[src/rtl/component_pkg.sv]
// ---------------------------------------------------------------------------
// component_pkg: shared component-word layout, type codes and responder states
// Revision: 1.0
// ---------------------------------------------------------------------------
`default_nettype none

package component_pkg;

  localparam int WIDTH = 230;

  localparam int ID_MSB       = 2;
  localparam int ID_LSB       = 0;
  localparam int TYPE_MSB     = 5;
  localparam int TYPE_LSB     = 3;
  localparam int CURRTEMP_MSB = 69;
  localparam int CURRTEMP_LSB = 6;
  localparam int EXTRA_MSB    = 101;
  localparam int EXTRA_LSB    = 70;
  localparam int NAME_MSB     = 229;
  localparam int NAME_LSB     = 102;
  localparam int ON_BIT       = 101;
  localparam int SPEED_MSB    = 100;
  localparam int SPEED_LSB    = 99;

  typedef enum logic [2:0] {
    TYPE_FAN       = 3'd0,
    TYPE_BOILER    = 3'd1,
    TYPE_SENSOR    = 3'd2,
    TYPE_AC        = 3'd3,
    TYPE_CONDENSER = 3'd4
  } comp_type_e;

  typedef enum logic [1:0] {
    ST_IDLE   = 2'd0,
    ST_LOOKUP = 2'd1,
    ST_SHIFT  = 2'd2,
    ST_RESP   = 2'd3
  } rd_state_e;

endpackage

`default_nettype wire

[src/rtl/component_select.sv]
// ---------------------------------------------------------------------------
// component_select: combinational id match over the component words
// Revision: 1.0
// ---------------------------------------------------------------------------
`default_nettype none

module component_select #(
  parameter int WIDTH = component_pkg::WIDTH,
  parameter int NCOMP = 5
) (
  input  logic [2:0]       id,
  input  logic [WIDTH-1:0] words [NCOMP],
  output logic             hit,
  output logic [WIDTH-1:0] word
);
  import component_pkg::*;

  // Scan from the top down so the lowest matching index is the one left standing.
  always_comb begin
    hit  = 1'b0;
    word = '0;
    for (int k = NCOMP - 1; k >= 0; k--) begin
      if (words[k][ID_MSB:ID_LSB] == id) begin
        hit  = 1'b1;
        word = words[k];
      end
    end
  end

endmodule

`default_nettype wire

[src/rtl/component_read_responder.sv]
// ---------------------------------------------------------------------------
// component_read_responder: serial MSB-first field extraction from a component word
// Revision: 1.0
// ---------------------------------------------------------------------------
`default_nettype none

module component_read_responder #(
  parameter int WIDTH = component_pkg::WIDTH,
  parameter int NCOMP = 5,
  parameter int VALW  = 32
) (
  input  logic             CLK,
  input  logic             RST_N,
  input  logic             req_valid,
  output logic             req_ready,
  input  logic [2:0]       req_id,
  input  logic [7:0]       req_right,
  input  logic [5:0]       req_width,
  input  logic [WIDTH-1:0] comp0,
  input  logic [WIDTH-1:0] comp1,
  input  logic [WIDTH-1:0] comp2,
  input  logic [WIDTH-1:0] comp3,
  input  logic [WIDTH-1:0] comp4,
  output logic             rsp_valid,
  input  logic             rsp_ready,
  output logic [2:0]       rsp_id,
  output logic [VALW-1:0]  rsp_value,
  output logic             rsp_err,
  output logic             busy
);
  import component_pkg::*;

  localparam int IDXW = $clog2(WIDTH);

  rd_state_e        state_q, state_d;
  logic             ready_q;
  logic [2:0]       id_q;
  logic [7:0]       right_q;
  logic [5:0]       width_q;
  logic [5:0]       cnt_q;
  logic [VALW-1:0]  acc_q;
  logic             err_q;
  logic [WIDTH-1:0] snap_q;

  logic [WIDTH-1:0] words [NCOMP];
  logic             sel_hit;
  logic [WIDTH-1:0] sel_word;
  logic             lookup_err;
  logic [8:0]       idx;
  logic             idx_hi;
  logic [IDXW-1:0]  idx_lo;
  logic             sh_bit;

  assign words[0] = comp0;
  assign words[1] = comp1;
  assign words[2] = comp2;
  assign words[3] = comp3;
  assign words[4] = comp4;

  component_select #(
    .WIDTH (WIDTH),
    .NCOMP (NCOMP)
  ) u_select (
    .id    (id_q),
    .words (words),
    .hit   (sel_hit),
    .word  (sel_word)
  );

  assign lookup_err = !sel_hit
                   || (width_q == 6'd0)
                   || (int'(width_q) > VALW)
                   || (int'(right_q) > WIDTH - 1)
                   || (({1'b0, right_q} + 9'd1) < {3'b000, width_q});

  // The range check keeps right - i inside the word; the high bit only guards stray values.
  assign idx              = {1'b0, right_q} - {3'b000, cnt_q};
  assign {idx_hi, idx_lo} = idx;
  assign sh_bit           = !idx_hi && snap_q[idx_lo];

  always_comb begin
    state_d = state_q;
    case (state_q)
      ST_IDLE:   if (req_valid && req_ready) state_d = ST_LOOKUP;
      ST_LOOKUP: state_d = lookup_err ? ST_RESP : ST_SHIFT;
      ST_SHIFT:  if (cnt_q == width_q - 6'd1) state_d = ST_RESP;
      ST_RESP:   if (rsp_ready) state_d = ST_IDLE;
      default:   state_d = ST_IDLE;
    endcase
  end

  always_ff @(posedge CLK or negedge RST_N) begin
    if (!RST_N) begin
      state_q <= ST_IDLE;
      ready_q <= 1'b0;
      id_q    <= '0;
      right_q <= '0;
      width_q <= '0;
      cnt_q   <= '0;
      acc_q   <= '0;
      err_q   <= 1'b0;
      snap_q  <= '0;
    end else begin
      state_q <= state_d;
      ready_q <= (state_d == ST_IDLE);
      case (state_q)
        ST_IDLE: begin
          if (req_valid && req_ready) begin
            id_q    <= req_id;
            right_q <= req_right;
            width_q <= req_width;
            cnt_q   <= '0;
            acc_q   <= '0;
            err_q   <= 1'b0;
          end
        end
        ST_LOOKUP: begin
          err_q <= lookup_err;
          if (!lookup_err) snap_q <= sel_word;
        end
        ST_SHIFT: begin
          acc_q <= {acc_q[VALW-2:0], sh_bit};
          cnt_q <= cnt_q + 6'd1;
        end
        default: ;
      endcase
    end
  end

  assign req_ready = ready_q;
  assign rsp_valid = (state_q == ST_RESP);
  assign rsp_id    = id_q;
  assign rsp_value = acc_q;
  assign rsp_err   = err_q;
  assign busy      = (state_q != ST_IDLE);

endmodule

`default_nettype wire

[config.mk]
export PLATFORM = sky130hd
export DESIGN_NAME = component_read_responder
export DESIGN_NICKNAME = d
export VERILOG_FILES = /design/src/rtl/component_pkg.sv /design/src/rtl/component_select.sv /design/src/rtl/component_read_responder.sv
export SDC_FILE = /design/constraint.sdc
export NUM_CORES = 1
export LEC_CHECK = 0
export BUFFER_PORTS_ARGS = -buffer_cell sky130_fd_sc_hd__buf_2
export CORE_AREA = 2 2 474 476
export CTS_BUF_LIST = sky130_fd_sc_hd__clkbuf_8
export CTS_CLUSTER_DIAMETER = 150
export DETAILED_ROUTE_END_ITERATION = 7
export DIE_AREA = 0 0 476 478
export PLACE_DENSITY = 0.36
export SYNTH_ARGS = -nofsm -noshare
export SYNTH_HDL_FRONTEND = slang
export SYNTH_SLANG_ARGS = --single-unit
[constraint.sdc]
create_clock -name CLK -period 4.7 [get_ports CLK]
set_clock_uncertainty 0.15 [all_clocks]
set_input_delay 0.94 -clock CLK [delete_from_list [all_inputs] [get_ports CLK]]
set_output_delay 0.94 -clock CLK [all_outputs]
set_load 0.02 [all_outputs]
==> results of run 1 <==
-- placed cells by master (no fill, tap or decap), types with 24 or more instances in the layout --
cell      synthesis  layout
nor2_1          246     246
mux4_2           44      44
buf_2            99    1208
buf_4            14     194
inv_1            18      36
mux2i_1          24      24
diode_2           0      49
dfrtp_1         289     289
buf_12            3      28
o21ai_0         303     303
o21ai_1         211     211
a221oi_1        229     220
clkbuf_8          0      81
nand2_1         574     572
o311ai_0        228     227
-- sequential cells by signal, summed over array words and instances, names as in the netlist --
register   flops
snap_q       230
rsp_value     32
right_q        8
cnt_q          6
width_q        6
rsp_id         3
state_q        2
req_ready      1
rsp_err        1
-- metrics by stage --
stage / hold slack [ns] / power (uW) / setup WS [ns] / utilization, %
floorplan: 0.292 / 10800 / 1.55 / -
global placement: 0.308 / 20400 / 0.112 / 14.2
detailed placement: 0.316 / 20400 / 0.239 / 14.2
CTS: 0.0144 / 23800 / 0.246 / 14.9
global route: 0.0634 / 24700 / 0.0971 / 14.9
finish: 0.107 / 22800 / 0.428 / 14.9
-- synthesized netlist by cell type, types with 4 or more instances --
master      n  area [sq um]
nor2b_1     9          56.3
dfrtp_1   289          7230
nand2_1   574          2150
mux2i_1    24           240
nand3_1    21           105
buf_6       4          45.0
xnor2_1    16           140
a21oi_1    11          55.1
xor2_1     18           158
o311ai_0  228          2000
mux4_1     15           394
ha_1       17           213
buf_4      14           105
nor3_1      7          35.0
buf_2      99           495
mux4_2     44           991
o21ai_1   211          1060
o21ai_0   303          1520
inv_1      18          67.6
o211ai_1    4          30.0
nor2_1    246           923
o21a_1      4          30.0
a221oi_1  229          2010
o31ai_1     4          30.0
clkbuf_1  156           586
buf_1      15          56.3
-- area by class of cell --
class,instances,area [sq um]
fillers,25800,190000
multi-input cells,2025,12700
repair buffers,1431,8080
flip-flops and latches,289,7230
well taps,2992,3740
clock buffers,81,1110
clock inverters,30,248
diodes,49,123
inverters,18,67.6
-- worst min-delay path by stage --
stage	start	to	slack, ns	depth (start not counted)
2_1_floorplan	snap_q[168]$_DFFE_PN0P_	snap_q[168]$_DFFE_PN0P_	0.29	2
3_3_place_gp	snap_q[167]$_DFFE_PN0P_	snap_q[167]$_DFFE_PN0P_	0.31	2
3_5_place_dp	snap_q[186]$_DFFE_PN0P_	snap_q[186]$_DFFE_PN0P_	0.32	2
4_1_cts	RST_N	right_q[2]$_DFFE_PN0P_	0.01	1
5_1_grt	RST_N	right_q[7]$_DFFE_PN0P_	0.06	1
6_report	RST_N	right_q[7]$_DFFE_PN0P_	0.11	1
-- power breakdown --
group / leakage (uW) / switching [uW] / internal, uW
clock: 0.000767 / 1410 / 1770
sequential: 0.00395 / 476 / 2900
combinational: 0.00944 / 10600 / 5640
-- worst max-delay path: stages (launching register included) --
cell	delay, ns
dfrtp_1	0.77
xor2_1	0.25
nor3_4	0.26
buf_12	0.22
nor2b_4	0.08
buf_12	0.16
buf_4	0.27
a221oi_1	1.35
o311ai_0	0.21
o21ai_0	0.20
o21ai_1	0.10
-- metal layers --
metal | share of wire (%) | track usage [%]
met5 | 0.14 | 0
met4 | 3.2 | 4.38
met3 | 6.6 | 3.26
met2 | 46 | 26.0
met1 | 44 | 21.0
-- logic make-up after synthesis --
family | synth area share [%]
AO/OA/AOI/OAI | 32.6
multiplexers | 7.74
XOR/XNOR | 1.56
buffers and inverters | 6.73
flip-flops | 34.2
AND/OR/NAND/NOR | 16.0
adder cells (fa/ha/maj) | 1.10
==> results_dict.tcl, run 1 <==
set metrics [dict create \
    status "finished with violations" \
    violations "slew limit" \
    via_count 27100 \
    drc 0 \
    cap_violations 0 \
    die_h_um 478 \
    synth_ff_type "dfrtp_1" \
    start_kind "register" \
    async_reset_ff_share_pct 100 \
    worst_slew_pin_slew_ns 1.67 \
    synthesis.instances 2624 \
    hold_viol 0 \
    cts_setup_buffers 0 \
    ys_ff_latch 289 \
    cts_resized 0 \
    clk_pin_slew_ns 0.06 \
    arrival_ns 4.69 \
    grtUsageTotal_pct 15.9 \
    hp-class "in -> async" \
    final_area_sq_um 33300 \
    ys_warn_count 0 \
    crit_fanout 59 \
    wl_per_cell_um 27.2 \
    p_leak_uw 0.0142 \
    r2r_cells 10 \
    post_dp_cell_area_sq_um 31800 \
    power_density_nw_per_um2 686 \
    ff2ff_setup_slack_ns 0.43 \
    port_buffers 1209 \
    first_iter_violations 1867 \
    rsz0062_at_grt "no" \
    syn_area_sq_um 21100 \
    cts_tree "done" \
    final.period_utilization_pct 90.9 \
    path_class "reg -> reg" \
    rr_endpoint "snap_q[215]$_DFFE_PN0P_" \
    clkLatencyLatePin_ns 0.75 \
    final_nets 5020 \
    grt_start_max_net_pins 173 \
    vias_per_cell 3.92 \
    grt_overflow 0 \
    holdBufCountCts 0 \
    syn_avg_cell_area_sq_um 8.06 \
    synth_nets 3813 \
    syn_to_final_growth_pct 57.4 \
    critPathCaptureType "register" \
    start_util_pct 9.47 \
    yosysSeqAreaShare_pct 34.2 \
    synth_edf_count 0 \
    ctsRootBufferMaster "clkbuf_8" \
    final_cells 6915 \
    worstReg2RegStart "rsp_id[1]$_DFFE_PN0P_" \
    clockBufferDepth 3 \
    synth.distinct_cells 52 \
    htreeDepth 3 \
    dp_cells 6755 \
    core_sq_um 223000 \
    antenna_found_initial 154 \
    finalSetupViolations 0 \
    wl_mm 188 \
    firstDrtPassIters 7 \
    irDropWorstVdd_v 0.000622 \
    fmax_ghz 0.234 \
    final_layout_size_suffix_gt1_share_pct 41.3 \
    grt_pass1_wl_mm 243 \
    relSlewSlack_pct -11.1 \
    cp-startpoint "rsp_id[1]$_DFFE_PN0P_" \
    drt.antenna.violating_nets 0 \
    ioPinCount 1210 \
    cts.sink_count 289 \
    cp_data_required_time_ns 5.12 \
    finalCriticalPeriod_ns 4.27 \
    first_global_vias 26800 \
    rows 174 \
    tns_ns 0 \
    die_area_sq_um 228000 \
    crit_end "snap_q[215]$_DFFE_PN0P_" \
    place_hpwl_mm 159 \
    die_w_um 476 \
    finalMaxSlewViolations 1 \
    cts_buffers 66 \
    place.gp.congestion 0.921 \
]
Power figures use the tool's default switching activity.
==> run 2: changes to the inputs <==
--- a/config.mk
+++ b/config.mk
@@ -6,12 +6,12 @@
 export NUM_CORES = 1
 export LEC_CHECK = 0
 export BUFFER_PORTS_ARGS = -buffer_cell sky130_fd_sc_hd__buf_2
-export CORE_AREA = 2 2 474 476
+export CORE_AREA = 2 2 473 475
 export CTS_BUF_LIST = sky130_fd_sc_hd__clkbuf_8
 export CTS_CLUSTER_DIAMETER = 150
 export DETAILED_ROUTE_END_ITERATION = 7
-export DIE_AREA = 0 0 476 478
-export PLACE_DENSITY = 0.36
+export DIE_AREA = 0 0 475 477
+export PLACE_DENSITY = 0.37
 export SYNTH_ARGS = -nofsm -noshare
 export SYNTH_HDL_FRONTEND = slang
 export SYNTH_SLANG_ARGS = --single-unit
==> constraint.sdc (replaced) <==
create_clock -name CLK -period 3.5 [get_ports CLK]
set_clock_uncertainty 0.15 [all_clocks]
set_input_delay 0.7 -clock CLK [delete_from_list [all_inputs] [get_ports CLK]]
set_output_delay 0.7 -clock CLK [all_outputs]
set_load 0.02 [all_outputs]
==> run 2 against run 1 <==
Combinational power is 56% higher. Count of clock-buffer cells in the layout fell by 4. Register-to-register slack got worse by 0.49 ns. Largest cell class unchanged. Hold slack better by 0.018 ns. The flow finishes with violations (setup timing). Global-route usage shrank 0.066 points. Sequential share of layout area down 1.2 points. Die area decreased by 0.42%. Critical path depth is 3 higher. Largest power group unchanged.
==> results_dict.tcl, run 2 (synthesis gave the netlist of run 1 again) <==
set metrics [dict create \
    finalCriticalPeriod_ns 3.57 \
    clockBufferDepth 3 \
    worst_slew_pin_slew_ns 0.936 \
    worstReg2RegStart "right_q[0]$_DFFE_PN0P_" \
    largest_register_ffs 230 \
    switching_share_pct 52.7 \
    hold_viol 0 \
    final_nets 5187 \
    p_seq_share_pct 13.1 \
    start_util_pct 9.55 \
    path_class "reg -> reg" \
    finalMaxSlewViolations 0 \
    die_h_um 477 \
    grtUsageTotal_pct 15.8 \
    syn_to_final_growth_pct 66.6 \
    status "finished with violations" \
    final_cells 7054 \
    relSlewSlack_pct 37.6 \
    hp-class "in -> reg" \
    fmax_ghz 0.280 \
    arrival_ns 4.01 \
    cts_buffers 61 \
    p_sw_uw 17700 \
    hp-start "comp0[21]" \
    place_hpwl_mm 162 \
    p_total_uw 33700 \
    wl_per_cell_um 26.6 \
    wl_mm 188 \
    first_iter_violations 1897 \
    port_buffers 1209 \
    fin_ws_ns -0.0654 \
    comb_power_share_pct 75.3 \
    antenna_found_initial 131 \
    rsz0062_at_grt "yes" \
    firstDrtPassIters 5 \
    irDropWorstVdd_v 0.000488 \
    cap_violations 0 \
    grt_overflow 0 \
    min_path_cells 3 \
    ioPinCount 1210 \
    vias_per_cell 3.92 \
    start_kind "register" \
    final_common_cell "buf_2" \
    drc 0 \
    power.share.clock_pct 11.6 \
    dp_cells 6880 \
    fillCellCount 25600 \
    clkLatencyLatePin_ns 0.76 \
    clk_pin_slew_ns 0.06 \
    first_global_vias 27400 \
    die_w_um 475 \
    grt_pass1_wl_mm 244 \
    drt.antenna.violating_nets 0 \
    htreeDepth 2 \
    place.gp.congestion 0.926 \
    cp_data_required_time_ns 3.94 \
    cts.sink_count 289 \
    internal_power_uw 15900 \
    cp-startpoint "right_q[0]$_DFFE_PN0P_" \
    most-common-layout-cells "buf_2, nand2_1, buf_4" \
    crit_fanout 8 \
    final_layout_size_suffix_gt1_share_pct 43.9 \
    top_register "snap_q" \
    grt_start_max_net_pins 106 \
    cts_tree "done" \
    ctsRootBufferMaster "clkbuf_8" \
    power_density_nw_per_um2 956 \
    p_leak_uw 0.0152 \
    critPathCaptureType "register" \
    violations "setup timing" \
    dp_worst_setup_slack_ns -0.893 \
    finalSetupViolations 1 \
    r2r_cells 13 \
    tns_ns -0.0654 \
    core_sq_um 221000 \
    final.period_utilization_pct 102 \
    rows 173 \
    via_count 27700 \
    die_area_sq_um 227000 \
]
## run 2: cell count changes in the layout (fill, tap and decap cells not counted), sizes merged
cell and delta:
buf +148, bufinv -2, clkbuf -3, clkinv +3, clkinvlp +1, diode -16
dlygate4sd3 +23, inv +2
## run 2: metrics by stage
stage / util (%) / area (sq um) / hold slack [ns]
floorplan: - / 21100 / 0.254
global placement: 15.1 / 33300 / 0.313
detailed placement: 15.1 / 33300 / 0.317
CTS: 15.8 / 35000 / 0.00444
global route: 15.9 / 35200 / 0.0636
finish: 15.9 / 35200 / 0.125
## run 2: what timing repair did
item	in CTS	in global routing
hold buffers	23	0
endpoints found under the hold margin	88	0
cloned	1	1
pin swaps	8	12
endpoints found under the setup margin	7	17
setup buffers	2	5
resized for setup	28	24
## run 2: critical path, stage by stage, from the launching register on
cell	delay (ns)
dfrtp_1	0.40
inv_2	0.10
ha_4	0.14
inv_2	0.05
fa_4	0.84
buf_12	0.15
buf_12	0.15
mux4_2	0.41
mux2_2	0.31
nand2_1	0.07
o211ai_1	0.08
a31o_2	0.27
a21oi_2	0.16
o221ai_2	0.10
## run 2: power groups by stage
stage / logic (uW) / registers (uW) / clock network [uW]
5_1_grt: 27700 / 4470 / 4260
3_3_place_gp: 25600 / 4450 / 0
6_report: 25400 / 4400 / 3910
2_1_floorplan: 10000 / 4450 / 0
3_5_place_dp: 25600 / 4440 / 0
4_1_cts: 26300 / 4390 / 4110
## run 2: worst paths after layout
check	end	slack, ns
max	rsp_value[0]$_DFFE_PN0P_	-0.07
min	snap_q[21]$_DFFE_PN0P_	0.13
max reg2reg	rsp_value[0]$_DFFE_PN0P_	-0.07
min reg2reg	snap_q[198]$_DFFE_PN0P_	0.33
max in group asynchronous	snap_q[8]$_DFFE_PN0P_	1.83
min in group asynchronous	rsp_value[3]$_DFFE_PN0P_	0.48
## run 2: routing by layer
metal / wire, um / vias to the layer above / track usage, %
li1: - / 12700 / -
met1: 82600 / 13300 / 20.7
met2: 87600 / 1311 / 26.5
met3: 12300 / 301 / 3.20
met4: 4940 / 48 / 3.40
met5: 310 / - / 0
## run 2: layout make-up
cell class	instances	area, sq um	share of cell area (%)
Inverter	18	67.6	0.192
Sequential cell	289	7230	20.5
Clock buffer	77	1060	3.01
Clock inverter	34	218	0.618
Multi-Input combinational cell	2025	12900	36.5
Antenna cell	33	82.6	0.234
Timing Repair Buffer	1603	9960	28.3
Tap cell	2975	3720	10.6
